### config.mk
export PLATFORM = sky130hd
export DESIGN_NAME = l3_sequencer
export DESIGN_NICKNAME = d
export VERILOG_FILES = /design/src/rtl/l3_pkg.sv /design/src/rtl/l3_prog_mem.sv /design/src/rtl/l3_sequencer.sv
export SDC_FILE = /design/constraint.sdc
export NUM_CORES = 1
export LEC_CHECK = 0
export ABC_AREA = 1
export BUFFER_PORTS_ARGS = -buffer_cell sky130_fd_sc_hd__buf_2
export CORE_ASPECT_RATIO = 0.5
export CORE_UTILIZATION = 61
export CTS_CLUSTER_DIAMETER = 30
export CTS_CLUSTER_SIZE = 25
export DETAILED_ROUTE_END_ITERATION = 10
export PLACE_DENSITY = 0.79
export SLEW_MARGIN = 25
export SYNTH_ARGS = -nofsm -noshare
export SYNTH_HDL_FRONTEND = slang
export SYNTH_HIERARCHICAL = 1
export SYNTH_SLANG_ARGS = --single-unit
### constraint.sdc
create_clock -name clk -period 3.55 [get_ports clk]
set_input_delay 0.71 -clock clk [delete_from_list [all_inputs] [get_ports clk]]
set_output_delay 0.71 -clock clk [all_outputs]
set_load 0.02 [all_outputs]
### src/rtl/l3_pkg.sv
`default_nettype none
// ============================================================================
//  Module      : l3_pkg
//  Description : Shared definitions for the lab-3 sequencer. Holds the opcode
//                constants, the sequencer state encoding, the instruction
//                field slice positions and small decode helpers.
//                Instruction word layout (bit 0 is the MSB):
//                  opcode[0:2], rx[3:4], ry[5:6], imm[7:10]
//  Revision    : 1.0 - initial release
// ============================================================================
package l3_pkg;

  // Opcodes
  localparam logic [2:0] OP_LOAD = 3'b000;
  localparam logic [2:0] OP_MOVE = 3'b001;
  localparam logic [2:0] OP_SUB  = 3'b010;
  localparam logic [2:0] OP_ADD  = 3'b011;
  localparam logic [2:0] OP_DISP = 3'b100;
  localparam logic [2:0] OP_HALT = 3'b101;
  localparam logic [2:0] OP_SUBI = 3'b110;
  localparam logic [2:0] OP_ADDI = 3'b111;

  // Instruction field slice positions
  localparam int INSTR_W = 11;
  localparam int OPC_HI  = 0;
  localparam int OPC_LO  = 2;
  localparam int RX_HI   = 3;
  localparam int RX_LO   = 4;
  localparam int RY_HI   = 5;
  localparam int RY_LO   = 6;
  localparam int IMM_HI  = 7;
  localparam int IMM_LO  = 10;

  // Sequencer states. WAIT_STEP is only reachable in single-step builds.
  typedef enum logic [2:0] {
    ST_IDLE      = 3'd0,
    ST_ISSUE     = 3'd1,
    ST_GAP       = 3'd2,
    ST_DONE      = 3'd3,
    ST_WAIT_STEP = 3'd4
  } seq_state_e;

  function automatic logic [2:0] instr_opcode(input logic [0:10] w);
    return w[OPC_HI:OPC_LO];
  endfunction

  // Load and display use the short exec window; everything else the long one.
  function automatic logic is_short_op(input logic [2:0] op);
    return (op == OP_LOAD) || (op == OP_DISP);
  endfunction

endpackage
`default_nettype wire

### src/rtl/l3_prog_mem.sv
`default_nettype none
// ============================================================================
//  Module      : l3_prog_mem
//  Description : DEPTH x 11-bit program buffer. Synchronous write,
//                combinational read. Contents are not reset.
//  Ports       : clk      - system clock, rising edge
//                we_i     - write enable
//                waddr_i  - write address
//                wdata_i  - write data (instruction word)
//                raddr_i  - read address
//                rdata_o  - read data, combinational from raddr_i
//  Revision    : 1.0 - initial release
// ============================================================================
module l3_prog_mem #(
  parameter int DEPTH = 16,
  parameter int AW    = 4
) (
  input  logic          clk,
  input  logic          we_i,
  input  logic [AW-1:0] waddr_i,
  input  logic [0:10]   wdata_i,
  input  logic [AW-1:0] raddr_i,
  output logic [0:10]   rdata_o
);

  logic [0:10] mem_q [DEPTH];

  always_ff @(posedge clk) begin
    if (we_i) begin
      mem_q[waddr_i] <= wdata_i;
    end
  end

  assign rdata_o = mem_q[raddr_i];

endmodule
`default_nettype wire

### src/rtl/l3_sequencer.sv
`default_nettype none
// ============================================================================
//  Module      : l3_sequencer
//  Description : Program sequencer for the lab-3 datapath. Replays a small
//                program buffer into l3_SM by driving exec/instr, holding each
//                instruction for its opcode-dependent number of cycles and
//                inserting an idle gap between instructions. Opcode 101 is a
//                HALT that ends the program without raising exec.
//  Optional    : SEQ_SINGLE_STEP_EN - adds input `step` and a WAIT_STEP state;
//                after each gap the FSM waits for a step pulse before issuing
//                the next instruction.
//  Ports       : clk, reset          - clock, synchronous active-high reset
//                start, abort        - run control (abort has priority)
//                step                - single-step advance (optional build)
//                prog_we/addr/data   - program buffer write port
//                prog_len            - instruction count, latched on start
//                exec, instr         - strobe and word to l3_SM
//                pc                  - index of current instruction
//                busy                - high in ISSUE/GAP (and WAIT_STEP)
//                done                - one-cycle completion pulse
//  Revision    : 1.0 - initial release
// ============================================================================
module l3_sequencer
  import l3_pkg::*;
#(
  parameter int DEPTH       = 16,
  parameter int AW          = 4,
  parameter int LOAD_CYCLES = 3,
  parameter int ALU_CYCLES  = 5,
  parameter int GAP_CYCLES  = 1
) (
  input  logic          clk,
  input  logic          reset,
  input  logic          start,
  input  logic          abort,
`ifdef SEQ_SINGLE_STEP_EN
  input  logic          step,
`endif
  input  logic          prog_we,
  input  logic [AW-1:0] prog_addr,
  input  logic [0:10]   prog_data,
  input  logic [AW:0]   prog_len,
  output logic          exec,
  output logic [0:10]   instr,
  output logic [AW-1:0] pc,
  output logic          busy,
  output logic          done
);

  // Counter holds "cycles remaining minus one", so it only needs to reach
  // the largest window length.
  localparam int c_max_a = (LOAD_CYCLES > ALU_CYCLES) ? LOAD_CYCLES : ALU_CYCLES;
  localparam int c_max   = (c_max_a > GAP_CYCLES) ? c_max_a : GAP_CYCLES;
  localparam int c_cw    = $clog2(c_max + 1);

  localparam logic [c_cw-1:0] c_load_last = c_cw'(LOAD_CYCLES - 1);
  localparam logic [c_cw-1:0] c_alu_last  = c_cw'(ALU_CYCLES - 1);
  localparam logic [c_cw-1:0] c_gap_last  = c_cw'(GAP_CYCLES - 1);
  localparam logic [AW:0]     c_depth     = (AW + 1)'(DEPTH);

  seq_state_e      state_q, state_d;
  logic [c_cw-1:0] cnt_q, cnt_d;
  logic [AW-1:0]   pc_q, pc_d;
  logic [AW:0]     len_q, len_d;
  logic [0:10]     instr_q, instr_d;
  logic            exec_q, exec_d;
  logic            busy_q, busy_d;
  logic            done_q, done_d;

  logic            w_issue;
  logic [AW-1:0]   w_issue_pc;
  logic [0:10]     w_rd_data;
  logic [AW:0]     w_len_clamped;
  logic [AW:0]     w_pc_next_ext;
  logic [AW-1:0]   w_pc_inc;

  // Buffer writes are locked out while a program is running so the word
  // being executed can never change under l3_SM.
  l3_prog_mem #(
    .DEPTH (DEPTH),
    .AW    (AW)
  ) u_mem (
    .clk     (clk),
    .we_i    (prog_we && !busy_q),
    .waddr_i (prog_addr),
    .wdata_i (prog_data),
    .raddr_i (w_issue_pc),
    .rdata_o (w_rd_data)
  );

  assign w_len_clamped = (prog_len > c_depth) ? c_depth : prog_len;
  assign w_pc_next_ext = (AW + 1)'(pc_q) + (AW + 1)'(1);
  assign w_pc_inc      = pc_q + AW'(1);

  always_comb begin
    state_d    = state_q;
    cnt_d      = cnt_q;
    pc_d       = pc_q;
    len_d      = len_q;
    instr_d    = instr_q;
    w_issue    = 1'b0;
    w_issue_pc = pc_q;

    if (abort) begin
      state_d = ST_IDLE;
    end else begin
      case (state_q)
        ST_IDLE: begin
          if (start) begin
            len_d = w_len_clamped;
            if (w_len_clamped == '0) begin
              state_d = ST_DONE;
            end else begin
              w_issue    = 1'b1;
              w_issue_pc = '0;
            end
          end
        end
        ST_ISSUE: begin
          if (instr_opcode(instr_q) == OP_HALT) begin
            state_d = ST_DONE;
          end else if (cnt_q == '0) begin
            state_d = ST_GAP;
            cnt_d   = c_gap_last;
          end else begin
            cnt_d = cnt_q - 1'b1;
          end
        end
        ST_GAP: begin
          if (cnt_q != '0) begin
            cnt_d = cnt_q - 1'b1;
          end else if (w_pc_next_ext >= len_q) begin
            state_d = ST_DONE;
          end else begin
`ifdef SEQ_SINGLE_STEP_EN
            state_d = ST_WAIT_STEP;
`else
            w_issue    = 1'b1;
            w_issue_pc = w_pc_inc;
`endif
          end
        end
`ifdef SEQ_SINGLE_STEP_EN
        ST_WAIT_STEP: begin
          if (step) begin
            w_issue    = 1'b1;
            w_issue_pc = w_pc_inc;
          end
        end
`endif
        ST_DONE: begin
          state_d = ST_IDLE;
        end
        default: begin
          state_d = ST_IDLE;
        end
      endcase
    end

    // Common entry into ISSUE: latch the word and load its hold window.
    if (w_issue) begin
      state_d = ST_ISSUE;
      pc_d    = w_issue_pc;
      instr_d = w_rd_data;
      cnt_d   = is_short_op(instr_opcode(w_rd_data)) ? c_load_last : c_alu_last;
    end

    // Outputs are registered alongside the state, so they are decoded from
    // the next state. A HALT word sits in ISSUE for one cycle with exec low.
    exec_d = (state_d == ST_ISSUE) && (instr_opcode(instr_d) != OP_HALT);
    busy_d = (state_d == ST_ISSUE) || (state_d == ST_GAP) || (state_d == ST_WAIT_STEP);
    done_d = (state_d == ST_DONE);
  end

  always_ff @(posedge clk) begin
    if (reset) begin
      state_q <= ST_IDLE;
      cnt_q   <= '0;
      pc_q    <= '0;
      len_q   <= '0;
      instr_q <= '0;
      exec_q  <= 1'b0;
      busy_q  <= 1'b0;
      done_q  <= 1'b0;
    end else begin
      state_q <= state_d;
      cnt_q   <= cnt_d;
      pc_q    <= pc_d;
      len_q   <= len_d;
      instr_q <= instr_d;
      exec_q  <= exec_d;
      busy_q  <= busy_d;
      done_q  <= done_d;
    end
  end

  assign exec  = exec_q;
  assign instr = instr_q;
  assign pc    = pc_q;
  assign busy  = busy_q;
  assign done  = done_q;

endmodule
`default_nettype wire
Yosys cells after proc, flatten, opt, wreduce, memory -nomap -nowiden
Memories as Yosys holds them, arrays and structs flattened. Cells that the tools add are included.

Add/sub/neg operators: 3. Magnitude comparators: 2. Equality and inequality tests: 12. Mux-type cells: 32. Bitwise operators: 1. Reductions and logical operators: 14.

Operator list (number): two-way mux 3 bit (14); two-way mux 4 bit (5); two-way mux 11 bit (1); equality test 3 x 2 -> 1 bit, second input constant (3); equality test 3 bit, second input constant (3); zero test 3 bit (3); inequality test 3 bit, second input constant (3); case mux 3 bit (3 select lines) (1); case mux 4 bit (2 select lines) (1); two-way mux 1 bit (7); equality test 3 x 1 -> 1 bit, second input constant (2); case mux 3 bit (2 select lines) (1); nonzero test 3 bit (2); adder 4 x 1 -> 5 bit, second input constant (1); >= comparator 5 bit (1); > comparator 5 bit, second input constant (1); zero test 5 bit (1); two-way mux 5 bit (1); adder 4 x 1 -> 4 bit, second input constant (1); AND reduction 4 bit (1); logical OR 1 bit (3); AND reduction 3 bit (1); subtractor 3 x 1 -> 3 bit, second input constant (1); logical AND 1 bit (2); 4 further kinds (4).

Register bits after elaboration: 29. Bits in writable memories: 176. Input port bits: 25. Output and inout bits: 18. Logic and storage cells: 74. Memories kept: 1.

Memories: u_mem.mem_q (depth 16, bits a word 11, rd ports 1, clocked after memory_dff 0, wr ports 1, RTL line l3_prog_mem.sv:26) `logic [0:10] mem_q [DEPTH];`.

Longest topological paths before layout
Gate-level depths: netlist of run 1. An unclocked memory read counts as a cell.

Depth in word-level cells: 12. Mapped depth: 26. Depth with buffers taken out: 24.

Modules after synthesis
The synthesis of run 1 kept the hierarchy.

By module, submodules not included: l3_prog_mem (times used 1, cells an instance 736, area an instance 7628.6 sq um, seq. area each 5285.1 sq um); l3_sequencer (times used 1, cells an instance 228, area an instance 1642.8 sq um, seq. area each 580.6 sq um).

Worst setup path before layout of run 1
Ideal clock, no wire load.

Kind: reg2reg. Start point: register pc_q[0], in the netlist pc[0]. End point: register exec_q, in the netlist exec. Setup time: 109 ps. Data arrival time: 3112 ps. Data required time: 3441 ps. Setup slack: 330 ps. Cell stages (with the launch flop): 26. Path buffers: 3. Clock period less this slack: 3220 ps. Cells stage by stage: dfxtp_1 -> ha_1 -> inv_1 -> nor3_1 -> ha_1 -> nand2_1 -> inv_1 -> a21oi_4 -> nand3_4 -> nand2_4 -> nand2_4 -> buf_6 -> nand2_1 -> nand2_1 -> buf_2 -> inv_2 -> buf_2 -> nand3_1 -> nand3_1 -> nand3_1 -> nand2_1 -> nand3_1 -> nand2_1 -> nand3_1 -> nand2_1 -> inv_1.

Cells in the longest elaborated chain, start to end: 10. Elaborated cells between the ends (all ways): 23. Classes of those cells: add/sub (2); order compare (1); eq/ne (2); mux (16); reduce/logical (1); memory (1).

RTL lines: from (decl) (RTL line l3_sequencer.sv:63) `logic [AW-1:0] pc_q, pc_d;`; from (signal assigned) (RTL line l3_sequencer.sv:188) `pc_q <= pc_d;`; adder 4 x 1 -> 5 bit (RTL line l3_sequencer.sv:92) `assign w_pc_next_ext = (AW + 1)'(pc_q) + (AW + 1)'(1);`; >= comparator 5 bit (RTL line l3_sequencer.sv:132) `end else if (w_pc_next_ext >= len_q) begin`; two-way mux 4 bit (*) (RTL line l3_sequencer.sv:132); two-way mux 4 bit (*) (RTL line l3_sequencer.sv:130) `if (cnt_q != '0) begin`; case mux 4 bit (2 select lines) (*) (RTL line l3_sequencer.sv:107) `case (state_q)`; two-way mux 4 bit (*) (RTL line l3_sequencer.sv:104) `if (abort) begin`; named net w_issue_pc[1] (RTL line l3_sequencer.sv:71) `logic [AW-1:0] w_issue_pc;`; memory (16 x 11 bit) (*); named net w_rd_data (one bit) (RTL line l3_sequencer.sv:72) `logic [0:10] w_rd_data;`; two-way mux 11 bit (*) (RTL line l3_sequencer.sv:161) `if (w_issue) begin`; inequality test 3 bit (*) (RTL line l3_sequencer.sv:170) `exec_d = (state_d == ST_ISSUE) && (instr_opcode(instr_d) != OP_HALT);`; logical AND 1 bit (*) (RTL line l3_sequencer.sv:170); to (signal assigned) (RTL line l3_sequencer.sv:182) `exec_q <= 1'b0;`; to (signal assigned) (RTL line l3_sequencer.sv:191) `exec_q <= exec_d;`; to (decl) (RTL line l3_sequencer.sv:66) `logic exec_q, exec_d;`.

Mark *: on every way through the listed nets, which the timed path passes. The rest lies on a longest branch. A chain may end at the register's enable or synchronous reset.

Final worst setup path of run 1
Start point: register pc_q[1], in the netlist pc[1]. End point: register instr_q, in the netlist instr[4].

Cells in the longest elaborated chain, start to end: 7. Elaborated cells between the ends (all ways): 14. Classes of those cells: add/sub (2); order compare (1); mux (10); memory (1).

RTL lines: adder 4 x 1 -> 5 bit (RTL line l3_sequencer.sv:92); >= comparator 5 bit (RTL line l3_sequencer.sv:132); two-way mux 4 bit (*) (RTL line l3_sequencer.sv:132); two-way mux 4 bit (*) (RTL line l3_sequencer.sv:130); case mux 4 bit (2 select lines) (*) (RTL line l3_sequencer.sv:107); two-way mux 4 bit (*) (RTL line l3_sequencer.sv:104); named net w_issue_pc[3] (RTL line l3_sequencer.sv:71); memory (16 x 11 bit) (*); named net w_rd_data (one bit) (RTL line l3_sequencer.sv:72); to (signal assigned) (RTL line l3_sequencer.sv:190) `instr_q <= instr_d;`; to (decl) (RTL line l3_sequencer.sv:65) `logic [0:10] instr_q, instr_d;`.

Marked as above.

==> impl_results.md, run 1 <==
- Outcome: finished, final reports clean
- First-pass GRT wire length: between 30000 and 40000 microns
- Syn_nets: 997
- Worst-Skew Late Latency: between 500 and 600 ps
- Max frequency: 290.6 MHz
- Crit path buffers/inverters: 3
- Inserted Clock Buffers: 27
- Sequential area share after synthesis: 63.27%
- P per Cell Area: 514.5 mW/mm^2
- DR iter-0 viols: between 1000 and 1500
- Hold Buf Count CTS: 0
- Clk sinks: 205
- Nets: 1067
- Clock share of power: 49.3%
- Die Ht: 89.18 microns
- Number of synthesized flops with an enable pin: 176
- Hold crit path type: in2reg
- Vias: 7075
- Total internal power: 4.370 mW
- YS warnings: 6
- Port buffer count: between 40 and 50
- CTS tree: done
- Flops & latches, synth: 205
- Post-synth ARST share: 0%
- Vias in the first global route: 6661
- Filler Cells Inserted: 910
- Final setup vio count: 0
- Critical Path AT: roughly 3900 ps
- CTS HTree Levels: 1
- Footprint of the multi-input gates: 0.002579 sq mm
- Clk pin slew, worst setup/hold paths: 50 ps
- Post-synthesis cell count: 964
- Worst Path Required: approximately 4000 ps
- Part of the power in combinational logic: 3.3%
- DRC Markers: 0
- Avg Cell Area, Syn: 9.618 sq um
- Pwr Total: 5.613 mW
- Sequential power share: 47.4%
- Initial antenna violation count: 0
- Setup crit end kind: flop
- Antenna Cells: 0
- Initial Utilization: a little over three fifths
- Worst Skew: 16.02 ps
- Longest Clk Path Bufs: 3
- Slew margin rel.: 51.71%
- Sequential Area: 0.005869 sq mm
- Wirelength, routed: between 20000 and 25000 microns
- Tcrit/Tclk final: 96.94%
- Post-synthesis instance area: roughly 0.009 sq mm
- Vias per Instance: 5.646
- Pin count of the biggest net entering global routing: 55
- Ys flop type: edfxtp_1
- Switching power total: 1.243 mW
- CP Max Fanout: 8
- Number of I/O pins: between 40 and 50
- DP Wirelength: about 14000 microns
- Core Footprint: around 0.015 sq mm
- Crit path largest cell delay: 420 ps
- Worst-path cell chain: nand3_1 > xor2_1 > inv_1 > ha_1 > nand2_1 > inv_1 > a21oi_4 > nand3_2 > o21ai_0 > nand2_1 > o21ai_0 > nand2_1 > inv_1 > nand3_1 > nand2_1 > nand3_1 > a21oi_1
- Distinct cells, synth: 37
- Die X-Extent: 176.4 microns
- Post-DRT Antenna Nets: 0
- All-Layer GR Usage: 29.76%
- GRT Residual Overflow: 0
- Post-synth top area share: 57.00%
- Clock Tree Root: clkbuf_16
- Slew Limit Fails: 0
- CP delay by family, top: simple AND/OR/NAND/NOR gates
- Die ar.: roughly 0.016 sq mm
- Syn-to-layout area delta: 17.68%
- Most area-consuming cells after synthesis: edfxtp_1 57%, nand2_1 12%, nand3_1 8.3%
- Worst-margin pin slew: 721.7 ps
- VDD IR max: 0.0004828 V
- Max Cap Violations: 0
- Final Hold Fails: 0
- Row Count: 31
- Avg WL per Cell: 18.95 microns
- Drt first pass iters: 6
- Count leader, synth: nand2_1
- Share of layout cells above drive strength 1: 15.83%
- Worst setup SP type: flop
- Kind of critical path: reg2reg
- Switching part of the total: 22.15%
- Synth cell count leaders: 289 x nand2_1, 176 x edfxtp_1, 165 x inv_1
- Global placement routability congestion: 0.9150
- Fin crit period: between 3000 and 4000 ps
- Most used cell, CP: nand2_1
- Static leakage: roughly 4.8 nW
- Synth area leader: edfxtp_1
- Slowest CP cell: inv_1
- DP Area: 0.009764 sq mm
- Fin area: 0.01091 sq mm
path summary, 6_finish.rpt:
check | from | to | slack [ps] | depth (start not counted)
worst max-delay path | pc[1] | instr[4] | 110 | 17
worst min-delay path | prog_len[1] | len_q[1] | 450 | 3
worst max register to register | pc[1] | instr[4] | 110 | 17
worst min register to register | instr[4] | instr[4] | 450 | 2
metal layers:
| layer | vias up | share of wire, % | track usage [%] | wire length, microns |
|---|---|---|---|---|
| met5 | - | 0 | 0 | 0 |
| met4 | 0 | 3.0 | 10.50 | 707 |
| met3 | 78 | 13 | 6.930 | 3082 |
| met2 | 469 | 46 | 48.82 | 10870 |
| met1 | 3270 | 38 | 39.70 | 9086 |
| li1 | 3258 | - | - | - |
logic make-up after synthesis:
group	Yosys count	share of synthesized area [%]
AOI/OAI and AO/OA	36	2.375
xor gates and xnor gates	3	0.2835
adders and majority gates	8	1.080
buffers and inverters	211	9.474
DFF	205	63.27
other	1	0.04045
and+or+nand+nor	500	23.48
state kept, by name, indices dropped and copies added (netlist names):
name,flops
instr,11
exec,1
busy,1
pc,4
len_q,5
u_mem/mem_q,176
done,1
state_q,3
cnt_q,3
timing repair:
| action | 4_1_cts | 5_1_grt |
|---|---|---|
| setup buffers | 0 | 7 |
| pin swaps | 0 | 2 |
| setup endpoints to repair | 2 | 14 |
| cloned | 0 | 2 |
| resized for setup | 1 | 23 |
cell usage in the layout (no fill, tap or decap), types with 4 or more instances in the layout:
cell type	n
a21oi_1	21
buf_2	42
buf_4	32
clkbuf_16	30
clkinv_4	6
dfxtp_1	26
edfxtp_1	176
ha_1	7
inv_1	165
nand2_1	284
nand2_2	7
nand2_4	4
nand3_1	152
nand3b_1	4
nor2_1	33
o21ai_0	6
power by group through the flow:
stage	clock, mW	combinational (mW)	sequential, mW
CTS	2.78	0.179	2.66
floorplan	0	0.0924	2.71
global placement	0	0.171	2.71
global route	2.89	0.202	2.66
detailed placement	0	0.176	2.71
finish	2.77	0.184	2.66
final cells by class:
cell class / instances / share of cell area, %
clock inverters: 18 / 1.858
clock buffers: 32 / 6.777
well taps: 198 / 2.271
inverters: 170 / 5.963
repair buffers: 82 / 5.700
multi-input cells: 548 / 23.64
flip-flops and latches: 205 / 53.80
through the flow:
| stage | setup slack, ps | hold WS [ps] | util (%) | cells | setup TNS, ps |
|---|---|---|---|---|---|
| global route | -77.56 | 458.7 | 74.42 | 1253 | -149.9 |
| floorplan | 329.5 | 443.4 | - | 964 | 0 |
| finish | 108.8 | 449.5 | 74.42 | 1253 | 0 |
| CTS | 3.003 | 445.2 | 73.04 | 1244 | 0 |
| global placement | 288.9 | 445.9 | 66.60 | 1194 | 0 |
| detailed placement | 43.32 | 448.6 | 66.60 | 1194 | 0 |
worst min-delay path, cell delays in order:
cell     delay, ps
buf_2          110
nand2_1         60
a21oi_1         50
(Power assumes the default switching activity.)
==> run 2: changes to the inputs <==
--- a/config.mk
+++ b/config.mk
@@ -13,6 +13,7 @@
 export CTS_CLUSTER_SIZE = 25
 export DETAILED_ROUTE_END_ITERATION = 10
 export PLACE_DENSITY = 0.79
+export RECOVER_POWER = 100
 export SLEW_MARGIN = 25
 export SYNTH_ARGS = -nofsm -noshare
 export SYNTH_HDL_FRONTEND = slang
==> run 2 against run 1 <==
Effect of this change:
- sequential share of layout area up 0.50 points
- clock-buffer cell count unchanged
- global-route usage stayed put
- combinational power decreased by 3%
- clock power barely moved
- wire length grew 0.26%
- flip-flop and latch count unchanged
- hold slack worse by 2.4 ps
- first-iteration DRC count fell by 9.9%
- clock skew shrank 6.8 ps
- final area down 0.93%
- maximum frequency is 0.16% lower
- critical path type unchanged
==> impl_results.md, run 2 (synthesized netlist as in run 1, its figures left out) <==
- Kind of critical path: reg2reg
- Total internal power: around 4.4 mW
- Fin crit period: 3447 ps
- Longest Clk Path Bufs: 3
- CP Max Fanout: 8
- Syn-to-layout area delta: 16.59%
- Initial Utilization: 63.24%
- Row Count: 31
- Initial antenna violation count: 0
- Wirelength, routed: 23810 microns
- Die Ht: a little under 90 microns
- Nets: 1067
- Part of the power in combinational logic: 3.2%
- Outcome: finished, final reports clean
- Core Footprint: between 0.01 and 0.015 sq mm
- Number of flip-flops under the largest register name: 176
- Biggest register: u_mem/mem_q
- Worst Skew: just over 9 ps
- Footprint of the multi-input gates: 0.002571 sq mm
- All-Layer GR Usage: a little under 30%
- Vias: 7119
- Worst Path Required: 4010 ps
- Worst-margin pin slew: between 1000 and 1500 ps
- GRT Residual Overflow: 0
- Sequential Area: 0.005869 sq mm
- Global placement routability congestion: 0.9150
- Clock share of power: 49.4%
- Die ar.: 0.01573 sq mm
- Post-DRT Antenna Nets: 0
- Pin count of the biggest net entering global routing: 55
- Final setup vio count: 0
- Max Cap Violations: 0
- Pwr Total: 5.611 mW
- CTS tree: done
- Clk sinks: 205
- Worst-Skew Late Latency: 530 ps
- Vias in the first global route: 6661
- Clk pin slew, worst setup/hold paths: about 50 ps
- Inserted Clock Buffers: 27
- DR iter-0 viols: 955
- Setup TNS Final: 0 ps
- Switching part of the total: 22.20%
- Avg WL per Cell: roughly 19 microns
- Final WS setup: just over 100 ps
- Most frequent cells in the layout: 284 x nand2_1, 176 x edfxtp_1, 165 x inv_1
- Most common cell after layout, fill and taps aside: nand2_1
- Vias per Instance: 5.677
- Switching power total: between 1 and 1.5 mW
- Hold Buf Count CTS: 0
- Share of layout cells above drive strength 1: 11.47%
- VDD IR max: around 0.00048 V
- P per Cell Area: 519.1 mW/mm^2
- Util after Layout: 73.72%
- Hold crit path type: in2reg
- DRC Markers: 0
- Number of I/O pins: 43
- First-pass GRT wire length: 34810 microns
- Setup crit end kind: flop
- Worst slack, placed: 43.32 ps
- Clock Tree Root: clkbuf_16
- Drt first pass iters: 6
- CTS HTree Levels: 1
- Slew margin rel.: about a quarter
- Slew Limit Fails: 0
- Port buffer count: 42
- Tcrit/Tclk final: a little over nine tenths
- Critical Path AT: 3910 ps
- Die X-Extent: 176.4 microns
- Static leakage: 4.605 nW
- Max frequency: 290.1 MHz
- DP Wirelength: around 14000 microns
- Worst setup SP type: flop
- Sequential power share: 47.4%
- Filler Cells Inserted: 948
- Final Hold Fails: 0
==> run 2: path summary, 6_finish.rpt <==
path	startpoint	endpoint	slack (ps)	depth (start not counted)
worst max register to register	pc[2]	instr[4]	100	17
worst min-delay path	prog_len[2]	len_q[2]	450	3
worst min register to register	instr[9]	instr[9]	460	2
worst max-delay path	pc[2]	instr[4]	100	17
==> run 2: timing repair <==
item	4_1_cts	5_1_grt
setup buffers	0	7
cloned	0	2
pin swaps	0	2
gates resized for setup	1	23
setup endpoints to repair	2	14
==> run 2: critical path, stage by stage (launching register included) <==
cell	delay (ps)
dfxtp_2	390
nand3_1	130
xor2_1	190
inv_1	90
ha_1	270
nand2_1	80
inv_1	70
a21oi_4	180
nand3_2	140
o21ai_0	310
nand2_1	90
o21ai_0	140
nand2_1	150
inv_1	420
nand3_1	200
nand2_1	220
nand3_1	140
a21oi_1	150
==> run 2: layout make-up <==
cell class / instances / area share, %
diodes: 1 / 0.02315
clock buffers: 32 / 6.841
clock inverters: 18 / 1.875
inverters: 170 / 6.019
multi-input cells: 548 / 23.79
flip-flops and latches: 205 / 54.30
well taps: 198 / 2.292
repair buffers: 82 / 4.862
==> run 2: per-layer routing <==
layer / GRT usage (%) / share of wire, % / vias to the layer above / wire length, microns
met2: 48.82 / 45 / 499 / 10790
li1: - / - / 3255 / -
met1: 39.70 / 39 / 3281 / 9240
met4: 10.50 / 3.4 / 0 / 816
met3: 6.930 / 12 / 84 / 2961
met5: 0 / 0 / - / 0
==> run 2: stage by stage <==
stage / hold WS (ps) / instances / cell area [sq um]
final: 447.1 / 1254 / 10810
after detailed placement: 448.6 / 1194 / 9764
after floorplan: 443.4 / 964 / 9271
after global routing: 458.7 / 1253 / 10810
after global placement: 445.9 / 1194 / 9764
after CTS: 445.2 / 1244 / 10710
==> run 2: power groups by stage <==
stage	registers (mW)	logic, mW	clock network [mW]
detailed placement	2.71	0.176	0
finish	2.66	0.178	2.77
CTS	2.66	0.179	2.78
global route	2.66	0.195	2.89
floorplan	2.71	0.0924	0
global placement	2.71	0.171	0
==> run 3: changes to the inputs <==
--- a/config.mk
+++ b/config.mk
@@ -8,11 +8,10 @@
 export ABC_AREA = 1
 export BUFFER_PORTS_ARGS = -buffer_cell sky130_fd_sc_hd__buf_2
 export CORE_ASPECT_RATIO = 0.5
-export CORE_UTILIZATION = 61
+export CORE_UTILIZATION = 45
 export CTS_CLUSTER_DIAMETER = 30
 export CTS_CLUSTER_SIZE = 25
 export DETAILED_ROUTE_END_ITERATION = 10
-export PLACE_DENSITY = 0.79
 export RECOVER_POWER = 100
 export SLEW_MARGIN = 25
 export SYNTH_ARGS = -nofsm -noshare
==> constraint.sdc (replaced) <==
create_clock -name clk -period 3.6 [get_ports clk]
set_input_delay 0.72 -clock clk [delete_from_list [all_inputs] [get_ports clk]]
set_output_delay 0.72 -clock clk [all_outputs]
set_load 0.02 [all_outputs]
==> run 3 against run 2 <==
Effect of this change:
- hold slack better by 4.4 ps
- combinational power barely moved
- utilization down 19 points
- wire length is 2.1% higher
- die area is 35% higher
- clock-buffer cell count is 2 lower
- via count down 4.3%
- total power up 3.0%
- non-clock buffer count decreased by 2
- final cell count increased by 5.6%
- clock power up 7.6%
- critical endpoint is now exec
==> impl_results.md, run 3 (synthesized netlist as in run 1, its figures left out) <==
- Outcome: finished, final reports clean
- Worst setup SP type: flop
- Row Count: 36
- VDD IR max: 0.0002757 V
- Max Cap Violations: 0
- Worst-Skew Late Latency: 550 ps
- Slew Limit Fails: 0
- Hold path startpoint: prog_len[3]
- Vias per Instance: 5.144
- Drt first pass iters: 6
- Final Hold Fails: 0
- DR iter-0 viols: 690
- CP delay by family, top: simple AND/OR/NAND/NOR gates
- Post-Layout Cell Count: 1324
- Worst-margin pin slew: 1134 ps
- Worst-path cell chain: ha_2 > inv_1 > nor3_1 > ha_1 > nand2_1 > inv_1 > a21oi_4 > nand3_1 > o21ai_0 > nand2_1 > nand3_1 > nand2_1 > inv_1 > buf_4 > nand3_1 > nand3_1 > nand2_1 > nand3_1 > nand2_1 > nand3_1 > nand2_1 > inv_1
- Clock share of power: 51.5%
- Core Footprint: 0.01982 sq mm
- Placed insts: 1265
- Worst slack, placed: 98.98 ps
- Avg WL per Cell: between 15 and 20 microns
- Slowest CP cell: dfxtp_1
- Max frequency: 301.8 MHz
- Critical register-to-register path startpoint: pc[1]
- Worst Skew: 18.92 ps
- Inserted Clock Buffers: 29
- Initial Utilization: 46.78%
- DP Wirelength: 14500 microns
- Clock Tree Root: clkbuf_16
- Die ar.: 0.02122 sq mm
- Die Ht: around 100 microns
- Nets: 1068
- Fin area: approximately 0.011 sq mm
- Kind of critical path: reg2reg
- Biggest register: u_mem/mem_q
- All-Layer GR Usage: 23.40%
- Global placement routability congestion: roughly 0.84
- Crit path largest cell delay: 400 ps
- Port buffer count: 42
- Crit path buffers/inverters: 5
- Worst Path Required: 4080 ps
- Setup TNS Final: 0 ps
- Vias in the first global route: 6448
- Number of I/O pins: 43
- Most common cell after layout, fill and taps aside: nand2_1
- Clk sinks: between 200 and 250
- Switching power total: about 1.3 mW
- CP startpoint: pc[1]
- Number of flip-flops under the largest register name: between 150 and 200
- CTS HTree Levels: 1
- First-pass GRT wire length: 36440 microns
- Most frequent cells in the layout: 287 x nand2_1, 176 x edfxtp_1, 165 x inv_1
- Fin crit period: 3314 ps
- Switching part of the total: 21.85%
- P per Cell Area: ~530 mW/mm^2
- Longest Clk Path Bufs: 3
- Unrepaired setup endpoints after global routing: no
- Pin count of the biggest net entering global routing: about 50
- Clk pin slew, worst setup/hold paths: 60 ps
- Post-DRT Antenna Nets: 0
- Hold_ws: 451.5 ps
- Pwr Total: 5.777 mW
- Total internal power: around 4.5 mW
- CP Max Fanout: 10
- Hold Buf Count CTS: 0
- Util after Layout: 54.89%
- Sequential power share: 45.5%
- Share of layout cells above drive strength 1: 10.41%
- Setup crit end kind: flop
- Part of the power in combinational logic: 3.0%
- CTS tree: done
- Hold crit path type: in2reg
- Static leakage: 4.619 nW
- Tcrit/Tclk final: roughly 92%
- Syn-to-layout area delta: 17.34%
- DP Area: 0.009847 sq mm
- Slew margin rel.: approximately 24%
- DRC Markers: 0
- Final setup vio count: 0
- Wirelength, routed: 24320 microns
- Vias: 6811
- Initial antenna violation count: 0
- GRT Residual Overflow: 0
- Critical Path AT: 3790 ps
- Final WS setup: between 200 and 300 ps
- Die X-Extent: 205.0 microns
[run 3: cell count changes in the layout (fill, tap and decap cells not counted), sizes merged]
cell | before | now
buf | 35 | 32
bufinv | 2 | 5
clkbuf | 79 | 78
clkinv | 10 | 14
clkinvlp | 3 | 1
inv | 173 | 174
[run 3: repair_timing]
action / in CTS / in global routing
resized for setup: 0 / 23
endpoints found under the setup margin: 0 / 14
buffers inserted: 0 / 2
[run 3: final cells by class]
type	count	area, sq um
diodes	1	2.502
clock buffers	30	729.5
clock inverters	23	290.3
fillers	1783	8940
inverters	170	653.1
multi-input cells	548	2522
flip-flops and latches	205	5867
well taps	266	332.8
repair buffers	80	473.0
repair inverters	1	8.758
[run 3: worst min-delay path, delay by kind of cell]
family / cells / cell delay [ps]
AND/OR/NAND/NOR: 1 / 80
AO/OA/AOI/OAI: 1 / 60
buffers and inverters: 1 / 90
[run 3: layer usage]
layer  up-vias  GRT usage [%]  part of all wire [%]
li1       3260              -                     -
met1      3247          33.27                    46
met4         0          6.724                   2.0
met5         -              0                     0
met3        38          4.825                   9.0
met2       266          36.56                    43
[run 3: worst paths after layout]
kind                   end  slack [ps]  cells past startpoint
hold reg to reg   instr[6]         470                      2
hold / removal    len_q[3]         450                      3
setup / recovery      exec         290                     22
setup reg to reg      exec         290                     22
[run 3: power by group through the flow]
| stage | clock network (mW) | logic, mW | registers, mW |
|---|---|---|---|
| after global placement | 0 | 0.181 | 2.67 |
| after detailed placement | 0 | 0.183 | 2.67 |
| final | 2.98 | 0.176 | 2.63 |
| after global routing | 3.11 | 0.196 | 2.63 |
| after CTS | 3.01 | 0.184 | 2.62 |
| after floorplan | 0 | 0.0911 | 2.68 |
